<file path="config.mk">
export PLATFORM = sky130hd
export DESIGN_NAME = mix_columns_sequencer
export DESIGN_NICKNAME = d
export VERILOG_FILES = /design/src/rtl/mix_columns_sequencer_pkg.sv /design/src/rtl/gf_reduce11.sv /design/src/rtl/mix_columns.sv /design/src/rtl/mix_columns_sequencer.sv
export SDC_FILE = /design/constraint.sdc
export NUM_CORES = 1
export LEC_CHECK = 0
export ABC_AREA = 1
export ABC_CLOCK_PERIOD_IN_PS = 18200
export BUFFER_PORTS_ARGS = -buffer_cell sky130_fd_sc_hd__buf_2
export CORE_ASPECT_RATIO = 1.2
export CORE_MARGIN = 10
export CORE_UTILIZATION = 40
export CTS_CLUSTER_SIZE = 10
export DETAILED_ROUTE_END_ITERATION = 10
export RECOVER_POWER = 25
export SLEW_MARGIN = 20
export SYNTH_ARGS = -nofsm -noshare
export SYNTH_HDL_FRONTEND = slang
export SYNTH_HIERARCHICAL = 1
export SYNTH_SLANG_ARGS = --single-unit
</file>
<file path="constraint.sdc">
create_clock -name clock -period 18.2 [get_ports clock]
set_clock_uncertainty 0.15 [all_clocks]
set_input_delay 0 -clock clock [delete_from_list [all_inputs] [get_ports clock]]
set_output_delay 0 -clock clock [all_outputs]
set_load 0.02 [all_outputs]
</file>
<file path="src/rtl/mix_columns_sequencer_pkg.sv">
// Shared constants, FSM encoding and byte/coefficient helpers for the
// MixColumns sequencer.
package mix_columns_sequencer_pkg;

    localparam logic [7:0] AES_POLY = 8'h1B;

    localparam logic [7:0] FWD_COEF0 = 8'h02;
    localparam logic [7:0] FWD_COEF1 = 8'h03;
    localparam logic [7:0] FWD_COEF2 = 8'h01;
    localparam logic [7:0] FWD_COEF3 = 8'h01;

    localparam logic [7:0] INV_COEF0 = 8'h0E;
    localparam logic [7:0] INV_COEF1 = 8'h0B;
    localparam logic [7:0] INV_COEF2 = 8'h0D;
    localparam logic [7:0] INV_COEF3 = 8'h09;

    typedef enum logic [1:0] {
        ST_IDLE = 2'd0,
        ST_RUN  = 2'd1,
        ST_DONE = 2'd2
    } seq_state_e;

    // Circulant coefficient for a term whose distance from the output row is idx.
    function automatic logic [7:0] coef_sel(input logic inv, input logic [1:0] idx);
        logic [7:0] coef;
        case ({inv, idx})
            3'b000:  coef = FWD_COEF0;
            3'b001:  coef = FWD_COEF1;
            3'b010:  coef = FWD_COEF2;
            3'b011:  coef = FWD_COEF3;
            3'b100:  coef = INV_COEF0;
            3'b101:  coef = INV_COEF1;
            3'b110:  coef = INV_COEF2;
            3'b111:  coef = INV_COEF3;
            default: coef = 8'h00;
        endcase
        return coef;
    endfunction

    // Byte 0 sits in the most significant lane.
    function automatic logic [7:0] byte_at(input logic [127:0] st, input logic [3:0] idx);
        return st[{4'd15 - idx, 3'b000} +: 8];
    endfunction

endpackage

</file>
<file path="src/rtl/gf_reduce11.sv">
// Folds an 11-bit carry-less product back into GF(2^8), top bit first.
module gf_reduce11
    import mix_columns_sequencer_pkg::*;
#(
    parameter logic [7:0] POLY = AES_POLY
) (
    input  logic [10:0] product_i,
    output logic [7:0]  reduced_o
);

    logic [9:0] fold10_s;
    logic [8:0] fold9_s;

    assign fold10_s  = product_i[9:0] ^ ({POLY, 2'b00} & {10{product_i[10]}});
    assign fold9_s   = fold10_s[8:0]  ^ ({POLY, 1'b0}  & {9{fold10_s[9]}});
    assign reduced_o = fold9_s[7:0]   ^ (POLY          & {8{fold9_s[8]}});

endmodule

</file>
<file path="src/rtl/mix_columns.sv">
// Shared carry-less byte multiplier; coefficients are at most 4 bits wide so
// the unreduced product fits in 11 bits.
module mix_columns (
    input  logic [7:0]  inputValue,
    input  logic [7:0]  MSDValue,
    output logic [10:0] outputValue
);

    logic unused_msd_s;
    assign unused_msd_s = ^MSDValue[7:4];

    // Shift-and-XOR partial products for each coefficient bit.
    always_comb begin
        outputValue = 11'd0;
        for (int i = 0; i < 4; i++) begin
            outputValue = outputValue ^ (({3'b000, inputValue} << i) & {11{MSDValue[i]}});
        end
    end

endmodule

</file>
<file path="src/rtl/mix_columns_sequencer.sv">
// Computes AES MixColumns / InvMixColumns over a 128-bit state by time-sharing
// one byte multiplier for 64 cycles between two valid/ready handshakes.
module mix_columns_sequencer
    import mix_columns_sequencer_pkg::*;
#(
    parameter logic [7:0] REDUCTION_POLY = AES_POLY
) (
    input  logic         clock,
    input  logic         reset,
    input  logic         inValid,
    output logic         inReady,
    input  logic [127:0] inState,
    input  logic         inverse,
    output logic         outValid,
    input  logic         outReady,
    output logic [127:0] outState,
    output logic         busy
);

    seq_state_e   state_q, state_d;
    logic [5:0]   k_q, k_d;
    logic [7:0]   acc_q, acc_d;
    logic [127:0] in_state_q, in_state_d;
    logic         inverse_q, inverse_d;
    logic [127:0] out_state_q, out_state_d;
    logic         in_ready_q, in_ready_d;
    logic         out_valid_q, out_valid_d;
    logic         busy_q, busy_d;

    logic [7:0]   mul_in_s;
    logic [7:0]   mul_coef_s;
    logic [10:0]  product_s;
    logic [7:0]   reduced_s;
    logic [1:0]   coef_idx_s;
    logic [7:0]   term_s;

    mix_columns u_mul (
        .inputValue  (mul_in_s),
        .MSDValue    (mul_coef_s),
        .outputValue (product_s)
    );

    gf_reduce11 #(
        .POLY (REDUCTION_POLY)
    ) u_reduce (
        .product_i (product_s),
        .reduced_o (reduced_s)
    );

    // k = {column, row, term}; the term picks input row j of the same column.
    assign coef_idx_s = k_q[1:0] - k_q[3:2];
    assign term_s     = acc_q ^ reduced_s;

    // Next-state, datapath and multiplier operand selection.
    always_comb begin
        state_d     = state_q;
        k_d         = k_q;
        acc_d       = acc_q;
        in_state_d  = in_state_q;
        inverse_d   = inverse_q;
        out_state_d = out_state_q;
        mul_in_s    = 8'h00;
        mul_coef_s  = 8'h00;

        case (state_q)
            ST_IDLE: begin
                if (inValid) begin
                    state_d    = ST_RUN;
                    in_state_d = inState;
                    inverse_d  = inverse;
                    k_d        = 6'd0;
                    acc_d      = 8'h00;
                end else begin
                    state_d = ST_IDLE;
                end
            end
            ST_RUN: begin
                mul_in_s   = byte_at(in_state_q, {k_q[5:4], k_q[1:0]});
                mul_coef_s = coef_sel(inverse_q, coef_idx_s);
                if (k_q[1:0] == 2'd0) begin
                    acc_d = reduced_s;
                end else begin
                    acc_d = term_s;
                end
                if (k_q[1:0] == 2'd3) begin
                    out_state_d[{4'd15 - k_q[5:2], 3'b000} +: 8] = term_s;
                end else begin
                    out_state_d = out_state_q;
                end
                if (k_q == 6'd63) begin
                    state_d = ST_DONE;
                end else begin
                    k_d = k_q + 6'd1;
                end
            end
            ST_DONE: begin
                if (outReady) begin
                    state_d = ST_IDLE;
                end else begin
                    state_d = ST_DONE;
                end
            end
            default: begin
                state_d = ST_IDLE;
            end
        endcase

        in_ready_d  = (state_d == ST_IDLE);
        out_valid_d = (state_d == ST_DONE);
        busy_d      = (state_d == ST_RUN);
    end

    // State, datapath and registered handshake flags.
    always_ff @(posedge clock or posedge reset) begin
        if (reset) begin
            state_q     <= ST_IDLE;
            k_q         <= 6'd0;
            acc_q       <= 8'h00;
            in_state_q  <= 128'd0;
            inverse_q   <= 1'b0;
            out_state_q <= 128'd0;
            in_ready_q  <= 1'b1;
            out_valid_q <= 1'b0;
            busy_q      <= 1'b0;
        end else begin
            state_q     <= state_d;
            k_q         <= k_d;
            acc_q       <= acc_d;
            in_state_q  <= in_state_d;
            inverse_q   <= inverse_d;
            out_state_q <= out_state_d;
            in_ready_q  <= in_ready_d;
            out_valid_q <= out_valid_d;
            busy_q      <= busy_d;
        end
    end

    assign inReady  = in_ready_q;
    assign outValid = out_valid_q;
    assign busy     = busy_q;
    assign outState = out_state_q;

endmodule

</file>
==> flow_metrics.tcl, run 1 <==
set metrics [dict create \
    drive_above_1_share_pct 14.1 \
    dr.pass1.iters 5 \
    fin_crit_sh_pct 31.8 \
    grt_max_degree 136 \
    tightest_slew_ps 5960 \
    syn2layout_area_growth_pct 28.4 \
    die_w_um 185 \
    drv_slew 136 \
    grt.busiest_layer "met2" \
    grt_antenna_before_repair 1 \
    h-tree-depth 2 \
    dieHeight_um 218 \
    cp.arrival_ps 6070 \
    clk_latency_ps 510 \
    grt_pass1_wl_um 65100 \
    clockBufferDepth 3 \
    power.density_nw_per_um2 196 \
    grtUsageMet1_pct 24.7 \
    routed_wl_um 40400 \
    use_met2_pct 33.3 \
    placementRows 72 \
    dp_hpwl_um 27100 \
    rsz0062_at_grt "false" \
    drtIter0Drc 754 \
    syn_inst 1665 \
    finalCriticalPeriod_ps 5780 \
    grt_pass1_vias 12200 \
    status "finished, violations left" \
    antenna_left 0 \
    finalSetupTns_ps 0 \
    numCtsBuffers 34 \
    core_area_um2 32300 \
    cts_setup_buffers 0 \
    worstHoldPathType "primary input to flip-flop" \
    place_ws_ps 12990 \
    holdWs_ps 13.3 \
    nets 2153 \
    final_cell_mix "520 x nand2_1, 273 x dfrtp_1, 175 x nor2_1" \
    path_clk_slew_ps 60 \
    finalHoldViolCount 0 \
    cts_sinks 276 \
    clockRootBuffer "clkbuf_16" \
    initial_core_util_pct 40.5 \
    critPathKind "primary input to async pin" \
    gr-total-overflow 0 \
    setup_viol 0 \
    maxCapViolations 1 \
    route.detailed.drc 0 \
    final_common_cell "nand2_1" \
    utilization_pct 52.0 \
    gp_congestion 0.814 \
    total_power_mw 3.29 \
    max-vdd-ir-drop_mv 0.176 \
    crit_fanout 135 \
    die_area_um2 40300 \
    cp.required_ps 18490 \
    netlist_area_um2 13100 \
    setup_ws_ps 12420 \
    cts_resized 0 \
    leakagePower_nw 8.68 \
    numPortBuffers 263 \
    pin_count 264 \
    grt_usage_pct 19.8 \
    viasPerCell 4.95 \
    timing.fmax_mhz 173 \
    max_slew_margin_pct -299 \
    syn_nets 1802 \
    vias 12000 \
    multi_input_area_um2 5260 \
    regArea_um2 6910 \
    tritoncts "yes" \
    cp-start-kind "primary input" \
    ys_warn_count 6 \
    use_met3_pct 4.25 \
    violations "max-capacitance violations, max-slew violations" \
    routedWlPerCell_um 16.6 \
    num-fill-cells 3155 \
    syn_area_per_cell_um2 7.85 \
    endpoint_kind "async pin" \
]
-- where the power goes --
part           internal, mW  leakage [nW]  switching [mW]
clock network         0.352         0.464           0.247
logic                 0.499          4.82            1.29
registers             0.795          3.40           0.110
total                  1.65          8.68            1.65
-- worst max-delay path: stages --
cell           delay, ps
dlygate4sd3_1        530
clkbuf_1             100
clkinvlp_2          3290
buf_4               1110
buf_4                840
-- layout make-up --
cell class / count / area share, %
clock inverter: 3 / 0.112
sequential: 276 / 41.2
antenna: 2 / 0.0298
timing repair buffer: 401 / 15.3
tap: 407 / 3.03
multi-input combinational: 1143 / 31.3
inverter: 160 / 3.59
clock buffer: 42 / 5.49
-- path summary, 6_finish.rpt --
check / startpoint / to / slack (ps) / depth (start not counted)
min in group asynchronous: reset / in_state_q[17] / 1740 / 3
max in group clock: k_q[1] / outState[124] / 13000 / 19
max reg2reg: k_q[1] / outState[124] / 13000 / 19
min reg2reg: outState[88] / outState[88] / 320 / 2
max: reset / k_q[1] / 12420 / 5
min: inValid / busy / 10 / 3
-- state kept, by name, indices dropped and copies added (netlist names), 2 cells and up --
name	count
outState	128
in_state_q	128
k_q	6
acc_q	8
state_q	2
-- per-layer routing --
| metal | share of wire (%) | wire length [µm] |
|---|---|---|
| met2 | 49 | 19700 |
| met5 | 0 | 0 |
| met3 | 6.6 | 2670 |
| met1 | 41 | 16800 |
| met4 | 3.1 | 1240 |
-- timing repair --
item | in CTS | in global routing
setup endpoints to repair | 0 | 0
endpoints found under the hold margin | 266 | 0
hold buffers | 131 | 0
-- per-stage QoR --
stage	cell area, µm²	cells
2_1_floorplan	13100	1665
3_3_place_gp	14700	2256
3_5_place_dp	14700	2256
4_1_cts	16900	2432
5_1_grt	16800	2433
6_report	16800	2434
Power figures use the tool's default switching activity.
==> inputs of run 2 (changes only) <==
--- a/config.mk
+++ b/config.mk
@@ -6,7 +6,7 @@
 export NUM_CORES = 1
 export LEC_CHECK = 0
 export ABC_AREA = 1
-export ABC_CLOCK_PERIOD_IN_PS = 18200
+export ABC_CLOCK_PERIOD_IN_PS = 5410
 export BUFFER_PORTS_ARGS = -buffer_cell sky130_fd_sc_hd__buf_2
 export CORE_ASPECT_RATIO = 1.2
 export CORE_MARGIN = 10
==> constraint.sdc (replaced) <==
create_clock -name clock -period 5.41 [get_ports clock]
set_clock_uncertainty 0.15 [all_clocks]
set_input_delay 0 -clock clock [delete_from_list [all_inputs] [get_ports clock]]
set_output_delay 0 -clock clock [all_outputs]
set_load 0.02 [all_outputs]
==> run 2 against run 1 <==
  * The run still ends with max-capacitance violations, max-slew violations left
  * Count of clock-buffer cells in the layout unchanged
  * Critical endpoint is now outState[77]
  * Die area is the same
  * First-iteration DRC count rose by 5.8%
  * Global-route usage grew 0.16 points
  * Core utilization increased by 0.40 points
  * Worst hold slack improved by 94 ps
==> flow_metrics.tcl, run 2 (synthesis results as in run 1) <==
set metrics [dict create \
    tightest_slew_ps 2980 \
    final_cell_mix "520 x nand2_1, 273 x dfrtp_1, 176 x buf_2" \
    cts_sinks 276 \
    setup_viol 0 \
    pin_count 264 \
    final_common_cell "nand2_1" \
    clockRootBuffer "clkbuf_16" \
    cts_setup_buffers 0 \
    utilization_pct 52.4 \
    numCtsBuffers 34 \
    cts_resized 0 \
    slowest_delay_ps 770 \
    syn2layout_area_growth_pct 29.4 \
    crit_fanout 23 \
    num-fill-cells 3097 \
    dp_hpwl_um 27000 \
    die_w_um 185 \
    antenna_left 0 \
    numPortBuffers 263 \
    endpoint_kind "flip-flop" \
    ctsHoldBuffers 131 \
    gp_congestion 0.818 \
    h-tree-depth 2 \
    clockBufferDepth 3 \
    dr.pass1.iters 5 \
    whs_endpoint "in_state_q[92]" \
    max_slew_margin_pct -99.0 \
    fin_crit_sh_pct 79.5 \
    rsz0062_at_grt "false" \
    worstHoldPathType "primary input to flip-flop" \
    nets 2159 \
    gr-total-overflow 0 \
    cp-start-kind "flip-flop" \
    vias 12000 \
    drtIter0Drc 798 \
    path_clk_slew_ps 50 \
    drv_slew 52 \
    cpMaxStageDelayCell "xnor2_2" \
    routedWlPerCell_um 16.5 \
    grt_pass1_wl_um 65400 \
    violations "max-capacitance violations, max-slew violations" \
    routed_wl_um 40300 \
    leakagePower_nw 8.78 \
    status "finished, violations left" \
    r2r_slack_ps 1110 \
    cp.required_ps 5660 \
    finalSetupTns_ps 0 \
    drive_above_1_share_pct 14.7 \
    timing.rr.end "outState[77]" \
    worstPathCellList "clkinv_1 > buf_4 > ha_1 > xnor2_1 > xor2_1 > nor2_1 > nand2_1 > inv_1 > nand2_1 > nand2_1 > nand2_1 > nand2_1 > inv_1 > nand2_1 > nand2_1 > nand2_1 > nand2_1 > xnor2_2 > nor3_1 > nand2_1 > nand2_1" \
    tritoncts "yes" \
    grt_max_degree 185 \
    clk_latency_ps 510 \
    ff2ff_path_depth 21 \
    viasPerCell 4.91 \
    finalCriticalPeriod_ps 4300 \
    route.detailed.drc 0 \
    maxCapViolations 2 \
    die_area_um2 40300 \
    grt_usage_pct 20.0 \
    critPathKind "flip-flop to flip-flop" \
    reg2reg_from "k_q[0]" \
    max-vdd-ir-drop_mv 0.445 \
    hold-path-cell-count 3 \
    dieHeight_um 218 \
    total_power_mw 11.3 \
    placementRows 72 \
    initial_core_util_pct 40.5 \
    fin_cells 2440 \
    finalHoldViolCount 0 \
    power.density_nw_per_um2 666 \
    regArea_um2 6910 \
    cp.arrival_ps 4550 \
    grt_pass1_vias 12200 \
    dp_cells 2261 \
    min_from "inState[92]" \
    core_area_um2 32300 \
    grt_antenna_before_repair 3 \
    multi_input_area_um2 5260 \
    path_common_cell "nand2_1" \
    timing.fmax_mhz 233 \
]
[run 2: routing by layer]
metal | vias up | track usage, % | share of wire (%)
li1 | 5945 | - | -
met2 | 330 | 33.7 | 49
met4 | 2 | 6.86 | 2.8
met3 | 77 | 4.63 | 6.4
met5 | - | 0 | 0.030
met1 | 5628 | 24.6 | 42
[run 2: metrics by stage]
stage / area [µm²] / hold slack, ps / setup WS [ps]
floorplan: 13100 / -63.7 / 1610
global placement: 14700 / 17.0 / 1270
detailed placement: 14700 / 18.6 / 1110
CTS: 17000 / 26.7 / 1100
global route: 16900 / 114 / 450
finish: 16900 / 107 / 1110
[run 2: worst max-delay path by stage]
stage	start	end	slack, ps
2_1_floorplan	reset	acc_q[0]	1610
3_3_place_gp	k_q[0]	outState[77]	1270
3_5_place_dp	k_q[0]	outState[77]	1110
4_1_cts	k_q[0]	outState[77]	1100
5_1_grt	reset	k_q[1]	450
6_report	k_q[0]	outState[77]	1110
[run 2: final cells by class]
class,instances,share of cell area [%]
Sequential cell,276,40.9
Multi-Input combinational cell,1143,31.1
Timing Repair Buffer,407,15.7
Clock buffer,42,5.51
Inverter,160,3.56
Tap cell,407,3.01
Clock inverter,2,0.229
Antenna cell,3,0.0444
[run 2: critical path: cells and delay by family (launching register included)]
kind                       cells  cell delay (ps)
and+or+nand+nor               13             1550
xor gates and xnor gates       3             1070
DFF                            1              620
buffers and inverters          4              540
adders and majority gates      1              230
[run 2: power by group]
part	leakage [nW]	internal [mW]	switching [mW]
clock network	0.476	1.24	0.823
logic	4.91	1.78	4.40
registers	3.40	2.67	0.339
total	8.78	5.70	5.56
